[config.mk]
export PLATFORM = sky130hd
export DESIGN_NAME = fpd_link_rx_decoder
export DESIGN_NICKNAME = d
export VERILOG_FILES = /design/src/rtl/fpd_link_rx_decoder.sv
export SDC_FILE = /design/constraint.sdc
export NUM_CORES = 1
export LEC_CHECK = 0
export BUFFER_PORTS_ARGS = -buffer_cell sky130_fd_sc_hd__buf_2
export CAP_MARGIN = 20
export CORE_AREA = 2 2 91 93
export DETAILED_ROUTE_END_ITERATION = 10
export DIE_AREA = 0 0 93 95
export PLACE_DENSITY = 0.82
export SYNTH_ARGS = -nofsm -noshare
export SYNTH_HDL_FRONTEND = slang
export SYNTH_SLANG_ARGS = --single-unit
export TNS_END_PERCENT = 20
[constraint.sdc]
create_clock -name pllInClock -period 5.1 [get_ports pllInClock]
set_clock_uncertainty 0.05 [all_clocks]
set_input_delay 1.02 -clock pllInClock [delete_from_list [all_inputs] [get_ports pllInClock]]
set_output_delay 1.02 -clock pllInClock [all_outputs]
set_load 0.1 [all_outputs]
[src/rtl/fpd_link_rx_decoder.sv]
// FPD-Link RGB666 receiver: recovers 7-bit word alignment from the clock lane,
// decodes pixels and control bits, and measures active width / line count.
module fpd_link_rx_decoder #(
  parameter int LOCK_COUNT   = 16,
  parameter int UNLOCK_COUNT = 4
) (
  input  logic        pllInClock,
  input  logic        reset,
  input  logic [3:0]  lvdsIn,
  output logic        pixelValid,
  output logic [5:0]  red,
  output logic [5:0]  green,
  output logic [5:0]  blue,
  output logic        hsync,
  output logic        vsync,
  output logic        de,
  output logic        locked,
  output logic [10:0] activeWidth,
  output logic [10:0] lineCount
);

  typedef enum logic [1:0] {SEARCH = 2'd0, VERIFY = 2'd1, LOCKED = 2'd2} state_t;

  localparam logic [6:0]  CLK_PATTERN = 7'b1100011;
  localparam logic [10:0] SAT_MAX     = 11'd2047;
  localparam logic [7:0]  LOCK_N      = 8'(LOCK_COUNT);
  localparam logic [7:0]  UNLOCK_N    = 8'(UNLOCK_COUNT);

  state_t      r_state;
  logic [5:0]  r_hist [0:3];
  logic [2:0]  r_phase;
  logic        r_hold;
  logic [7:0]  r_good;
  logic [7:0]  r_bad;
  logic [10:0] r_width;
  logic [10:0] r_lines;
  logic        r_prev_de;
  logic        r_prev_vs;

  logic [6:0]  w_word [0:3];
  logic        w_sample;
  logic        w_match;
  logic        w_slip;
  logic        w_de;
  logic        w_vs;
  logic [10:0] w_width_inc;
  logic [10:0] w_lines_next;

  // The word includes the bit arriving on this edge, so it is complete at the sample edge.
  always_comb begin
    for (int i = 0; i < 4; i++) begin
      w_word[i] = {r_hist[i], lvdsIn[i]};
    end
  end

  // The hold cycle after a slip sits at phase 6 but is not a sample point.
  assign w_sample     = (r_phase == 3'd6) && !r_hold;
  assign w_match      = (w_word[0] == CLK_PATTERN);
  assign w_slip       = w_sample && !w_match && (r_state != LOCKED);
  assign w_de         = w_word[3][6];
  assign w_vs         = w_word[3][5];
  assign w_width_inc  = (r_width == SAT_MAX) ? r_width : r_width + 11'd1;
  assign w_lines_next = (w_de && !r_prev_de && (r_lines != SAT_MAX)) ? r_lines + 11'd1 : r_lines;

  always_ff @(posedge pllInClock) begin
    if (reset) begin
      for (int i = 0; i < 4; i++) begin
        r_hist[i] <= 6'd0;
      end
      r_state     <= SEARCH;
      r_phase     <= 3'd0;
      r_hold      <= 1'b0;
      r_good      <= 8'd0;
      r_bad       <= 8'd0;
      r_width     <= 11'd0;
      r_lines     <= 11'd0;
      r_prev_de   <= 1'b0;
      r_prev_vs   <= 1'b0;
      pixelValid  <= 1'b0;
      red         <= 6'd0;
      green       <= 6'd0;
      blue        <= 6'd0;
      hsync       <= 1'b0;
      vsync       <= 1'b0;
      de          <= 1'b0;
      locked      <= 1'b0;
      activeWidth <= 11'd0;
      lineCount   <= 11'd0;
    end else begin
      for (int i = 0; i < 4; i++) begin
        r_hist[i] <= w_word[i][5:0];
      end
      pixelValid <= 1'b0;
      locked     <= (r_state == LOCKED);
      if (w_slip) begin
        r_hold <= 1'b1;
      end else begin
        r_hold  <= 1'b0;
        r_phase <= (r_phase == 3'd6) ? 3'd0 : r_phase + 3'd1;
      end
      if (w_sample) begin
        case (r_state)
          SEARCH: begin
            if (w_match) begin
              r_state <= VERIFY;
              r_good  <= 8'd1;
            end
          end
          VERIFY: begin
            if (!w_match) begin
              r_state <= SEARCH;
            end else begin
              r_good <= r_good + 8'd1;
              if (r_good + 8'd1 == LOCK_N) begin
                r_state <= LOCKED;
                r_bad   <= 8'd0;
              end
            end
          end
          LOCKED: begin
            if (w_match) begin
              r_bad      <= 8'd0;
              pixelValid <= 1'b1;
              red        <= w_word[1][5:0];
              green      <= {w_word[2][4:0], w_word[1][6]};
              blue       <= {w_word[3][3:0], w_word[2][6:5]};
              hsync      <= w_word[3][4];
              vsync      <= w_vs;
              de         <= w_de;
              r_prev_de  <= w_de;
              r_prev_vs  <= w_vs;
              if (w_de) begin
                r_width <= w_width_inc;
              end else if (r_prev_de) begin
                activeWidth <= r_width;
                r_width     <= 11'd0;
              end
              // A vsync rise latches the count including a line that starts on this pixel.
              if (w_vs && !r_prev_vs) begin
                lineCount <= w_lines_next;
                r_lines   <= 11'd0;
              end else begin
                r_lines <= w_lines_next;
              end
            end else if (r_bad + 8'd1 == UNLOCK_N) begin
              r_state   <= SEARCH;
              r_bad     <= 8'd0;
              r_width   <= 11'd0;
              r_lines   <= 11'd0;
              r_prev_de <= 1'b0;
              r_prev_vs <= 1'b0;
            end else begin
              r_bad <= r_bad + 8'd1;
            end
          end
          default: begin
            r_state <= SEARCH;
          end
        endcase
      end
    end
  end

endmodule
### Word level (Yosys, flattened, before mapping)

Memory sizes are Yosys's and may differ from the RTL's.
Index checks and enable logic that the tools add are counted.

| storage, ports and cells | value |
|---|---|
| flip-flop bits (word level) | 91 |
| RAM bits | 24 |
| memories | 1 |

| operators by class | value |
|---|---|
| add/subtract/negate cells | 5 |
| equal/unequal tests | 17 |
| mux-type cells | 35 |
| bitwise logic cells | 7 |
| reductions and logical operators | 23 |

Memories:

| memory | depth | width | read ports | clocked after Yosys merged registers in | write ports | line | source |
|---|---|---|---|---|---|---|---|
| r_hist | 4 | 6 | 4 | 0 | 4 | 30 | `logic [5:0] r_hist [0:3];` |

Operator list:

| operator | number |
|---|---|
| 2-to-1 mux 11 bit | 8 |
| 2-to-1 mux 8 bit | 6 |
| one-hot mux 8 bit (2 select lines) | 2 |
| 2-to-1 mux 6 bit | 4 |
| adder 11 x 1 -> 11 bit, second input constant | 2 |
| adder 8 x 1 -> 8 bit, second input constant | 2 |
| AND reduction 5 bit | 3 |
| AND reduction 4 bit | 3 |
| equality test 11 bit, second input constant | 1 |
| inequality test 11 bit, second input constant | 1 |
| 2-to-1 mux 2 bit | 5 |
| inequality test 2 bit, second input constant | 5 |
| equality test 8 x 3 -> 1 bit, second input constant | 1 |
| equality test 8 x 5 -> 1 bit, second input constant | 1 |
| 2-to-1 mux 1 bit | 8 |
| equality test 7 bit, second input constant | 1 |
| logical AND 1 bit | 6 |
| inequality test 3 bit, second input constant | 2 |
| one-hot mux 2 bit (3 select lines) | 1 |
| AND reduction 3 bit | 2 |
| nonzero test 2 bit | 3 |
| logical NOT 1 bit | 4 |
| OR 1 bit | 4 |
| adder 3 x 1 -> 3 bit, second input constant | 1 |
| other kinds (9) | 11 |

### Longest topological paths before layout

| depth | value |
|---|---|
| word-level depth | 6 |
| depth in mapped cells | 9 |
| mapped depth without buffers | 6 |

### Worst setup path before layout

No wires, ideal clock.

| path | value |
|---|---|
| kind | input to register |
| start | input lvdsIn[0] |
| end | register r_lines[5] |
| library setup time | 0.064 ns |
| data arrival time | 2.500 ns |
| data required time | 4.986 ns |
| path slack | 2.486 ns |
| stages | 6 |
| cell sequence | nand3b_1 or4_1 buf_2 or3_1 o221a_2 nor2_1 |

| on the way | value |
|---|---|
| longest elaborated chain between the ends | 3 |
| elaborated cells on any way between the ends | 4 |

Ends and longest elaborated chain:

| item | line | source |
|---|---|---|
| from (decl) | 9 | `input logic [3:0] lvdsIn,` |
| equality test 7 bit (*) | 58 | `assign w_match = (w_word[0] == CLK_PATTERN);` |
| nonzero test 2 bit (no source line) | n/a |  |
| AND reduction 3 bit (no source line) | n/a |  |
| to (signal assigned) | 143 | `r_lines <= w_lines_next;` |
| to (decl) | 36 | `logic [10:0] r_lines;` |

Every way passes the cells marked *; elsewhere a longest branch is shown, timed or not.
A chain may end at the register's enable or synchronous reset.

### Worst setup path after layout

| path | value |
|---|---|
| start | register r_phase[1] |
| end | register r_lines[1] |

| on the way | value |
|---|---|
| longest elaborated chain between the ends | 3 |

Ends and longest elaborated chain:

| item | line | source |
|---|---|---|
| from (decl) | 31 | `logic [2:0] r_phase;` |
| from (signal assigned) | 99 | `r_phase <= (r_phase == 3'd6) ? 3'd0 : r_phase + 3'd1;` |
| equality test 3 bit | 57 | `assign w_sample = (r_phase == 3'd6) && !r_hold;` |
| logical AND 1 bit | 57 |  |
| AND reduction 3 bit (no source line) | n/a |  |

No other way between the ends.

==> results_dict.tcl <==
set metrics [dict create \
    postRouteAntennaNets 0 \
    share_of_flip_flops_with_an_asynchronous_set_or_reset 0 \
    setup_violations 0 \
    tns_ps 0 \
    cellLeakagePower_nw 2.16 \
    share_of_total_power_in_the_clock_network 0.561 \
    power.ir.vdd_worst_mv 0.258 \
    share_seq_of_total_power 0.425 \
    cts_resized 0 \
    power_switching_mw 0.508 \
    total_routing_usage_gr 0.243 \
    r2r.worst_path.cells 5 \
    layout_min_cycle_time_ps 3260 \
    drive_above_1_share 0.160 \
    grt_pass1_vias 3702 \
    tightest_slew_ps 883 \
    core_area_sq_mm 0.00793 \
    cp_data_arrival_time_ps 3670 \
    synth-seq-area-share 0.486 \
    netlist_instances 536 \
    pin_count 51 \
    dpl_cell_area_sq_mm 0.00501 \
    timing.max_cap.violations 0 \
    effective_utilization_at_floorplan 0.598 \
    post_cts_hold_buffer_count 0 \
    port_buffers 50 \
    slew_headroom 0.412 \
    vias_per_cell 6.00 \
    floorplan.rows 33 \
    rsz_0062_raised_after_global_routing "no" \
    switching_share 0.238 \
    cp.required_ps 5520 \
    critPathMaxFanout 25 \
    netlist.area_leader.share 0.486 \
    leading_post_synthesis_cells_by_instance_count "dfxtp_1, nand2_1, a21oi_1" \
    avgSynthCellArea_sq_um 8.84 \
    netlist_area_sq_mm 0.00474 \
    design.die.area_sq_mm 0.00884 \
    hold_path.class "flip-flop to flip-flop" \
    tritoncts.num_buffers 17 \
    pwr_density_cell_mw_per_mm2 382 \
    synth.area.top_cells "dfxtp_1, nand2_1, a21oi_1" \
    die_width_um 93 \
    cts_root_buf "clkbuf_8" \
    fmaxAchievable_mhz 307 \
    route.vias.total 4167 \
    post_synth_edffs 0 \
    avgRoutedWirePerCell_um 15.3 \
    drt-pass1-iter-count 5 \
    clkLatencyLatePin_ps 530 \
    route.final.wire_length_um 10600 \
    clkTransAtPathRegs_ps 60 \
    synthDominantAreaCellType "dfxtp_1" \
    fin_nets 586 \
    share_comb_of_total_power 0.013 \
    clock-sinks 115 \
    yosysMostFrequentCell "dfxtp_1" \
    number_of_antenna_violations_at_the_first_check_in_global_routing 0 \
    final.setup.worst_slack_ps 1840 \
    area.growth.synth_to_final_pct 18.4 \
    critPathKind "flip-flop to flip-flop" \
    n_antenna_cell 0 \
    ys.warnings.count 0 \
    preCtsSetupSlack_ps 1620 \
    number_of_register_bits_inferred_by_synthesis 115 \
    postCtsSetupBuffers 0 \
    synth_fp_nets 546 \
    overflow 0 \
    total_power_mw 2.14 \
    fp.dieH_um 95 \
    stdcell_count 694 \
    run_status "completed" \
    grt_pass1_wl_um 17100 \
    post-place-cells 662 \
    clock_tree.buffer_depth 2 \
    finalMaxSlewViolations 0 \
    critical_path.startpoint_type "flip-flop" \
    cell_internal_pwr_mw 1.63 \
    cts-htree-levels 4 \
    final_instance_area_sq_mm 0.00561 \
    grt_max_degree 65 \
    postSynth.topFlopCell "dfxtp_1" \
    synth_cell_types 56 \
    cp-end-kind "flip-flop" \
    drc 0 \
    globalplace.congestion 0.918 \
    hold_path_depth 2 \
    tritoncts "done" \
    layout_worst_path_cycle_share 0.639 \
    initialDrtViolationCount 292 \
    dpl.hpwl_um 6440 \
    hold_violations 0 \
]
[power groups by stage]
stage	clock (mW)	combinational (mW)	sequential [mW]
6_report	1.20	0.0284	0.910
5_1_grt	1.25	0.0313	0.911
4_1_cts	1.21	0.0286	0.910
3_5_place_dp	0	0.0284	0.930
3_3_place_gp	0	0.0277	0.929
2_1_floorplan	0	0.0216	0.928
[routing by layer]
| layer | part of all wire | track usage | vias to the layer above | wire length [um] |
|---|---|---|---|---|
| met2 | 0.47 | 0.380 | 147 | 5030 |
| met1 | 0.45 | 0.310 | 1978 | 4730 |
| li1 | - | - | 2016 | - |
| met5 | 0 | 0 | - | 0 |
| met4 | 0.021 | 0.109 | 0 | 222 |
| met3 | 0.058 | 0.0758 | 26 | 615 |
[area by class of cell]
type,instances,area (sq um)
Clock buffer,17,414
Clock inverter,15,183
Fill cell,639,2320
Inverter,6,22.5
Multi-Input combinational cell,383,2280
Sequential cell,115,2300
Tap cell,105,131
Timing Repair Buffer,53,273
[kinds of logic after synthesis]
group,synth area share
mux,0.0346
flops,0.486
fa+ha+maj,0.0106
compound gates,0.163
xor+xnor,0.0148
buf+inv,0.0325
simple gates,0.259
[sequential cells by signal, summed over array words and instances (netlist names), 8 cells and up]
signal / count
activeWidth: 11
lineCount: 11
r_bad: 8
r_good: 8
r_hist: 24
r_lines: 11
r_width: 11
[stage by stage]
| step | utilization | hold WS [ps] |
|---|---|---|
| 6_report | 0.707 | 396 |
| 5_1_grt | 0.707 | 416 |
| 4_1_cts | 0.707 | 398 |
| 3_5_place_dp | 0.632 | 391 |
| 3_3_place_gp | 0.632 | 374 |
| 2_1_floorplan | - | 367 |
[layout by cell type, fill, tap and decap left out, types with 3 or more instances in the layout]
master and count:
mux2i_1 13, clkbuf_16 16, nand2_1 72, nor3_1 7
nand4_1 6, o21ai_0 14, a311oi_1 10, buf_2 50
inv_1 6, nand3_1 20, a211oi_1 9, inv_8 4
a31oi_1 12, a22o_1 4, or4_1 5, inv_6 6
and2_1 5, dfxtp_1 115, nor2_1 42, a21oi_1 52
mux2_2 3, buf_4 3, xnor2_1 6, nor2b_1 29
o32ai_1 4, and4_1 5, ha_1 4, or3_1 11
nand2b_1 5, and3_1 10, a41oi_1 4
[worst paths after layout]
check	start	endpoint	slack, ps
max	r_phase[1]	r_lines[1]	1840
min	r_hist[1][3]	red[4]	400
max reg2reg	r_phase[1]	r_lines[1]	1840
min reg2reg	r_hist[1][3]	red[4]	400
[worst max-delay path: stages, from the launching register on]
cell	delay, ps
dfxtp_1	420
nand4bb_1	460
or4_1	1080
nor3_2	730
a22o_1	280
a22o_1	160
(Power assumes the default switching activity.)
